File: config.mk
export PLATFORM = sky130hd
export DESIGN_NAME = data_mem_responder
export DESIGN_NICKNAME = d
export VERILOG_FILES = /design/src/rtl/data_mem_responder.sv
export SDC_FILE = /design/constraint.sdc
export NUM_CORES = 2
export LEC_CHECK = 0
export BUFFER_PORTS_ARGS = -buffer_cell sky130_fd_sc_hd__buf_2
export CAP_MARGIN = 20
export CORE_ASPECT_RATIO = 0.6
export CORE_UTILIZATION = 35
export CTS_CLUSTER_DIAMETER = 150
export DETAILED_ROUTE_END_ITERATION = 10
export PLACE_DENSITY_LB_ADDON = 0.08
export RECOVER_POWER = 25
export SLEW_MARGIN = 20
export SYNTH_ARGS = -nofsm -noshare
export SYNTH_HDL_FRONTEND = slang
export SYNTH_SLANG_ARGS = --single-unit
File: constraint.sdc
create_clock -name clk -period 6.1 [get_ports clk]
set_input_delay 0.61 -clock clk [delete_from_list [all_inputs] [get_ports clk]]
set_output_delay 0.61 -clock clk [all_outputs]
set_load 0.01 [all_outputs]
File: src/rtl/data_mem_responder.sv
// Bus-slave memory responder: a single-port word memory behind a request/ack
// handshake, with a programmable number of wait states before each ack.
// Optional out-of-range error pulse on err_o when DATA_MEM_RESPONDER_ERR_EN is defined.
module data_mem_responder #(
  parameter int ADDR_W      = 8,
  parameter int DATA_W      = 8,
  parameter int DEPTH       = 256,
  parameter int WAIT_CYCLES = 1
) (
  input  logic              clk,
  input  logic              rst,
  input  logic              cyc_i,
  input  logic              stb_i,
  input  logic              we_i,
  input  logic [ADDR_W-1:0] adr_i,
  input  logic [DATA_W-1:0] dat_i,
  output logic [DATA_W-1:0] dat_o,
  output logic              ack_o
`ifdef DATA_MEM_RESPONDER_ERR_EN
  ,
  output logic              err_o
`endif
);

  localparam int              IDX_W     = (DEPTH > 1) ? $clog2(DEPTH) : 1;
  localparam logic [ADDR_W:0] DEPTH_L   = (ADDR_W + 1)'(DEPTH);
  localparam logic [3:0]      WAIT_LOAD = (WAIT_CYCLES > 0) ? 4'(WAIT_CYCLES - 1) : 4'd0;

  typedef enum logic [1:0] {
    S_IDLE,
    S_WAIT,
    S_ACK
  } state_t;

  state_t            r_state;
  state_t            w_state_next;
  logic [3:0]        r_wait_cnt;
  logic [ADDR_W-1:0] r_adr;
  logic [DATA_W-1:0] r_dat;
  logic              r_we;
  logic              r_oor;

  logic              w_req;
  logic [ADDR_W-1:0] w_cur_adr;
  logic              w_cur_we;
  logic              w_cur_oor;
  logic [IDX_W-1:0]  w_cur_idx;
  logic [IDX_W-1:0]  w_wr_idx;
  logic              w_load_dat;
  logic              w_commit;

  logic [DATA_W-1:0] r_mem [DEPTH];

  // In IDLE the request is still on the bus; afterwards only the latched copy counts.
  assign w_req      = (r_state == S_IDLE) && cyc_i && stb_i;
  assign w_cur_adr  = (r_state == S_IDLE) ? adr_i : r_adr;
  assign w_cur_we   = (r_state == S_IDLE) ? we_i  : r_we;
  assign w_cur_oor  = ({1'b0, w_cur_adr} >= DEPTH_L);
  assign w_cur_idx  = w_cur_adr[IDX_W-1:0];
  assign w_wr_idx   = r_adr[IDX_W-1:0];
  assign w_load_dat = (w_state_next == S_ACK) && (r_state != S_ACK) && !w_cur_we;
  assign w_commit   = !rst && (r_state == S_ACK) && r_we && !r_oor;

  // NOTE: every clocked process uses non-blocking assignments so all registers
  // update together from values sampled before the edge.
  always_ff @(posedge clk) begin
    if (rst) r_state <= S_IDLE;
    else     r_state <= w_state_next;
  end

  always_comb begin
    // NOTE: default first so no path leaves the signal unassigned (no latch).
    w_state_next = r_state;
    case (r_state)
      S_IDLE: if (w_req) w_state_next = (WAIT_CYCLES > 0) ? S_WAIT : S_ACK;
      S_WAIT: begin
        if (!cyc_i)                w_state_next = S_IDLE;
        else if (r_wait_cnt == 4'd0) w_state_next = S_ACK;
      end
      S_ACK:   w_state_next = S_IDLE;
      default: w_state_next = S_IDLE;
    endcase
  end

  always_comb begin
    ack_o = 1'b0;
`ifdef DATA_MEM_RESPONDER_ERR_EN
    err_o = 1'b0;
    if (r_state == S_ACK) begin
      ack_o = !r_oor;
      err_o = r_oor;
    end
`else
    if (r_state == S_ACK) ack_o = 1'b1;
`endif
  end

  always_ff @(posedge clk) begin
    if (rst) begin
      r_wait_cnt <= 4'd0;
      r_adr      <= '0;
      r_dat      <= '0;
      r_we       <= 1'b0;
      r_oor      <= 1'b0;
    end else begin
      if (w_req) begin
        r_adr <= adr_i;
        r_dat <= dat_i;
        r_we  <= we_i;
        r_oor <= w_cur_oor;
      end
      if (w_req && (WAIT_CYCLES > 0))
        r_wait_cnt <= WAIT_LOAD;
      else if ((r_state == S_WAIT) && (r_wait_cnt != 4'd0))
        r_wait_cnt <= r_wait_cnt - 4'd1;
    end
  end

  // Read data is captured on the edge entering ACK and then held until the next read.
  always_ff @(posedge clk) begin
    if (rst) begin
      dat_o <= '0;
    end else if (w_load_dat) begin
      if (!w_cur_oor) dat_o <= r_mem[w_cur_idx];
`ifndef DATA_MEM_RESPONDER_ERR_EN
      else            dat_o <= '0;
`endif
    end
  end

  // NOTE: storage has no reset; contents survive rst and map onto plain RAM.
  always_ff @(posedge clk) begin
    if (w_commit) r_mem[w_wr_idx] <= r_dat;
  end

endmodule
==> run metrics <==
vias in the first global route=49100; share of layout cells above drive strength 1=11.6%; hpwl dp=201000 µm; Final setup violation count=0; post-synthesis cell count=5851; TNS Setup=0 ns; worst-path cell chain=clkbuf_2; Crit path max-delay family=buffers and inverters; outcome=finished, violations left; Critical Path RT=6.22 ns; RD Place Congestion=0.858; Synth Flop Type=edfxtp_1; top-area cell type share of the netlist area=74.4%; Port Buffer Count=29; Synth Area in XOR/XNOR=0.0318%; Total GRT Usage=26.0%; DIE AREA=238000 µm²; max-slew violations=1422; die height=379 µm; FF-to-FF Start=r_dat[6]; Area Overhead vs Synth=13.6%; final net count=6013; fin crit period=5.60 ns; WS Path Type=flip-flop to flip-flop; met1 usage=43.4%; first-pass GRT wire length=431000 µm; dominant cell type by area after synthesis=edfxtp_1; Tcrit/Tclk final=91.8%; RSZ-0062 raised after global routing=no; worst-case vdd ir drop=0.211 mV; Clock Path Buffers=4; worst hold path class=primary input to flip-flop; CTS buffer count=206; pin count of the biggest net entering global routing=145; FF-to-FF End=r_mem[226][6]; Netlist cell types=96; sequential fraction of the synthesis area=75.1%; failing checks=max-capacitance violations, max-slew violations; Residual DRC=0; grt met3 use=5.68%; critical path depth=1; post-synthesis simple-gate area fraction=13.2%; Yosys reg bits=2079; clock sink total=2079; Crit. Startpoint=r_dat[6]; CP max stage cell=clkbuf_2; average size of a mapped cell=14.1 µm²; Worst-Margin Slew=3.74 ns; root buffer cell=clkbuf_16; met2 Usage GRT=33.3%; Post-synth EDFFs=2048; io pins=30; CP max FO=136; syn nets=5873; Post-Route WL=316000 µm; vias=53800; ys async rst share=0%; Iter 0 DRT Violations=8109; Synth Cell Area=82700 µm²; FF-to-FF path depth=1; DR vias/cell=5.79; max_cap viols=16; final clock skew=0.0703 ns; first-pass detailed-route iteration total=6; CTS tree=yes; # H-tree levels=4; Pleak=31.9 nW; final hold vios=0; CP peak stage delay=2.62 ns; Post-CTS Resized=0; Core Area=234000 µm²; Worst Setup EP=r_mem[226][6]; DIE WIDTH=630 µm; total grt overflow=0; initial cell density of the core=35.4%; worst-skew pair later-pin latency=0.90 ns; top cells by area, synth=edfxtp_1 (74%), nand2_1 (6.2%), nand3_1 (2.9%); startpoint types=flip-flop; pre-CTS setup slack=0.738 ns; FMAX=0.179 GHz; setup ws final=0.502 ns; largest family of logic cells by synthesized area=simple AND/OR/NAND/NOR gates; Worst-path clk slew=0.07 ns; critical path arrival=5.72 ns; site row count=137; Final ANT Viol Nets=0; PwrDens=326 nW/µm²; Wirelength per Cell=34.0 µm; Worst Path Buf+Inv=1; Synth Area in Compound Gates=6.03%; busiest layer in global routing=met1; crit path capture type=flip-flop; reg-to-reg slack, setup=0.50 ns; Post-Synth Adder-Cell Area=0.0151%; Ys Warns=0; mux share of post-synthesis cell area=3.02%; initial antenna violation count=28; Slew HR=-150%
==> cells by family after synthesis <==
group,Yosys count
AO/OA/AOI/OAI,660
flip-flops,2079
adder cells (fa/ha/maj),1
AND/OR/NAND/NOR,2481
buffers and inverters,411
multiplexers,216
XOR/XNOR,3
==> through the flow <==
stage	total power, mW	area (µm²)	instances	hold slack, ns	util, %
floorplan	17.2	82700	5851	0.463	-
global placement	18.4	87500	8894	0.505	37.5
detailed placement	18.4	87600	8896	0.513	37.5
CTS	30.7	94100	9281	0.0101	40.3
global route	31.4	93900	9283	0.0444	40.2
finish	30.6	94000	9288	0.0703	40.2
==> timing repair <==
action / CTS / global route
setup buffers: 0 / 0
hold buffers: 13 / 0
endpoints found under the hold margin: 13 / 0
setup endpoints to repair: 0 / 0
==> per-layer routing <==
layer / vias to the layer above / wire (µm)
li1: 22500 / -
met2: 2632 / 120000
met5: - / 90
met3: 361 / 31100
met4: 14 / 6580
met1: 28200 / 158000
==> worst min-delay path by stage <==
stage | endpoint | from | cells after the start | slack, ns
3_5_place_dp | r_wait_cnt[1] | r_wait_cnt[1] | 2 | 0.51
4_1_cts | r_adr[1] | adr_i[1] | 3 | 0.01
3_3_place_gp | r_wait_cnt[1] | r_wait_cnt[1] | 2 | 0.50
6_report | r_adr[1] | adr_i[1] | 3 | 0.07
5_1_grt | r_adr[1] | adr_i[1] | 3 | 0.04
2_1_floorplan | r_we | r_we | 2 | 0.46
==> Yosys cell counts (all sizes together), types with 5 or more instances <==
| library cell | count |
|---|---|
| edfxtp | 2048 |
| nand2 | 1365 |
| nand3 | 475 |
| nor2 | 298 |
| buf | 292 |
| mux2i | 185 |
| a32oi | 140 |
| a31oi | 136 |
| nand4 | 128 |
| and3 | 117 |
| clkbuf | 113 |
| a211oi | 106 |
| a21oi | 64 |
| o21ai | 47 |
| dfxtp | 31 |
| a2111oi | 30 |
| a311oi | 28 |
| mux4 | 26 |
| nor4 | 25 |
| nor3 | 23 |
| nor4b | 12 |
| o2111ai | 12 |
| o211ai | 9 |
| or2 | 9 |
| a22oi | 8 |
| a221oi | 7 |
| a31o | 7 |
| a41oi | 7 |
| inv | 6 |
| nor2b | 6 |
| nor3b | 6 |
| a211o | 5 |
| a22o | 5 |
| mux2 | 5 |
| o22ai | 5 |
==> where the power goes <==
group | internal, mW | switching (mW) | total, mW | leakage, nW
clock network | 6.82 | 5.68 | 12.5 | 3.07
logic | 0.548 | 1.83 | 2.38 | 7.86
registers | 15.7 | 0.0589 | 15.7 | 20.9
total | 23.1 | 7.57 | 30.6 | 31.9
==> registers in the layout, indices dropped and copies added, names as in the netlist <==
signal	cells
dat_o	8
r_we	1
r_wait_cnt	4
r_mem	2048
r_adr	8
r_dat	8
r_state	2
==> final cells by class <==
cell class                 instances  area [µm²]
fill                           21700      140000
clock buffer                     267        5470
antenna                            6        15.0
multi-input combinational       3361       18800
clock inverter                   105         830
sequential                      2079       62100
timing repair buffer             337        2830
inverter                           6        22.5
tap                             3127        3910
==> cells in the final DEF (no fill, tap or decap), drive strengths merged, types with 7 or more instances in the layout <==
cell type / count
o21ai: 47
nor4: 25
and3: 117
clkbuf: 276
mux2i: 185
nor2: 298
nand2: 1365
a32oi: 140
or2: 9
a311oi: 28
a41oi: 7
nand4: 128
dfxtp: 31
o211ai: 9
nor3: 23
a31oi: 136
buf: 314
inv: 12
a21oi: 64
a31o: 7
nand3: 475
o2111ai: 12
mux4: 26
edfxtp: 2048
a2111oi: 30
clkinv: 82
dlygate4sd3: 13
bufinv: 12
nor4b: 12
a22oi: 8
a221oi: 7
a211oi: 106
No activity file was read; power rests on OpenSTA's default activity.
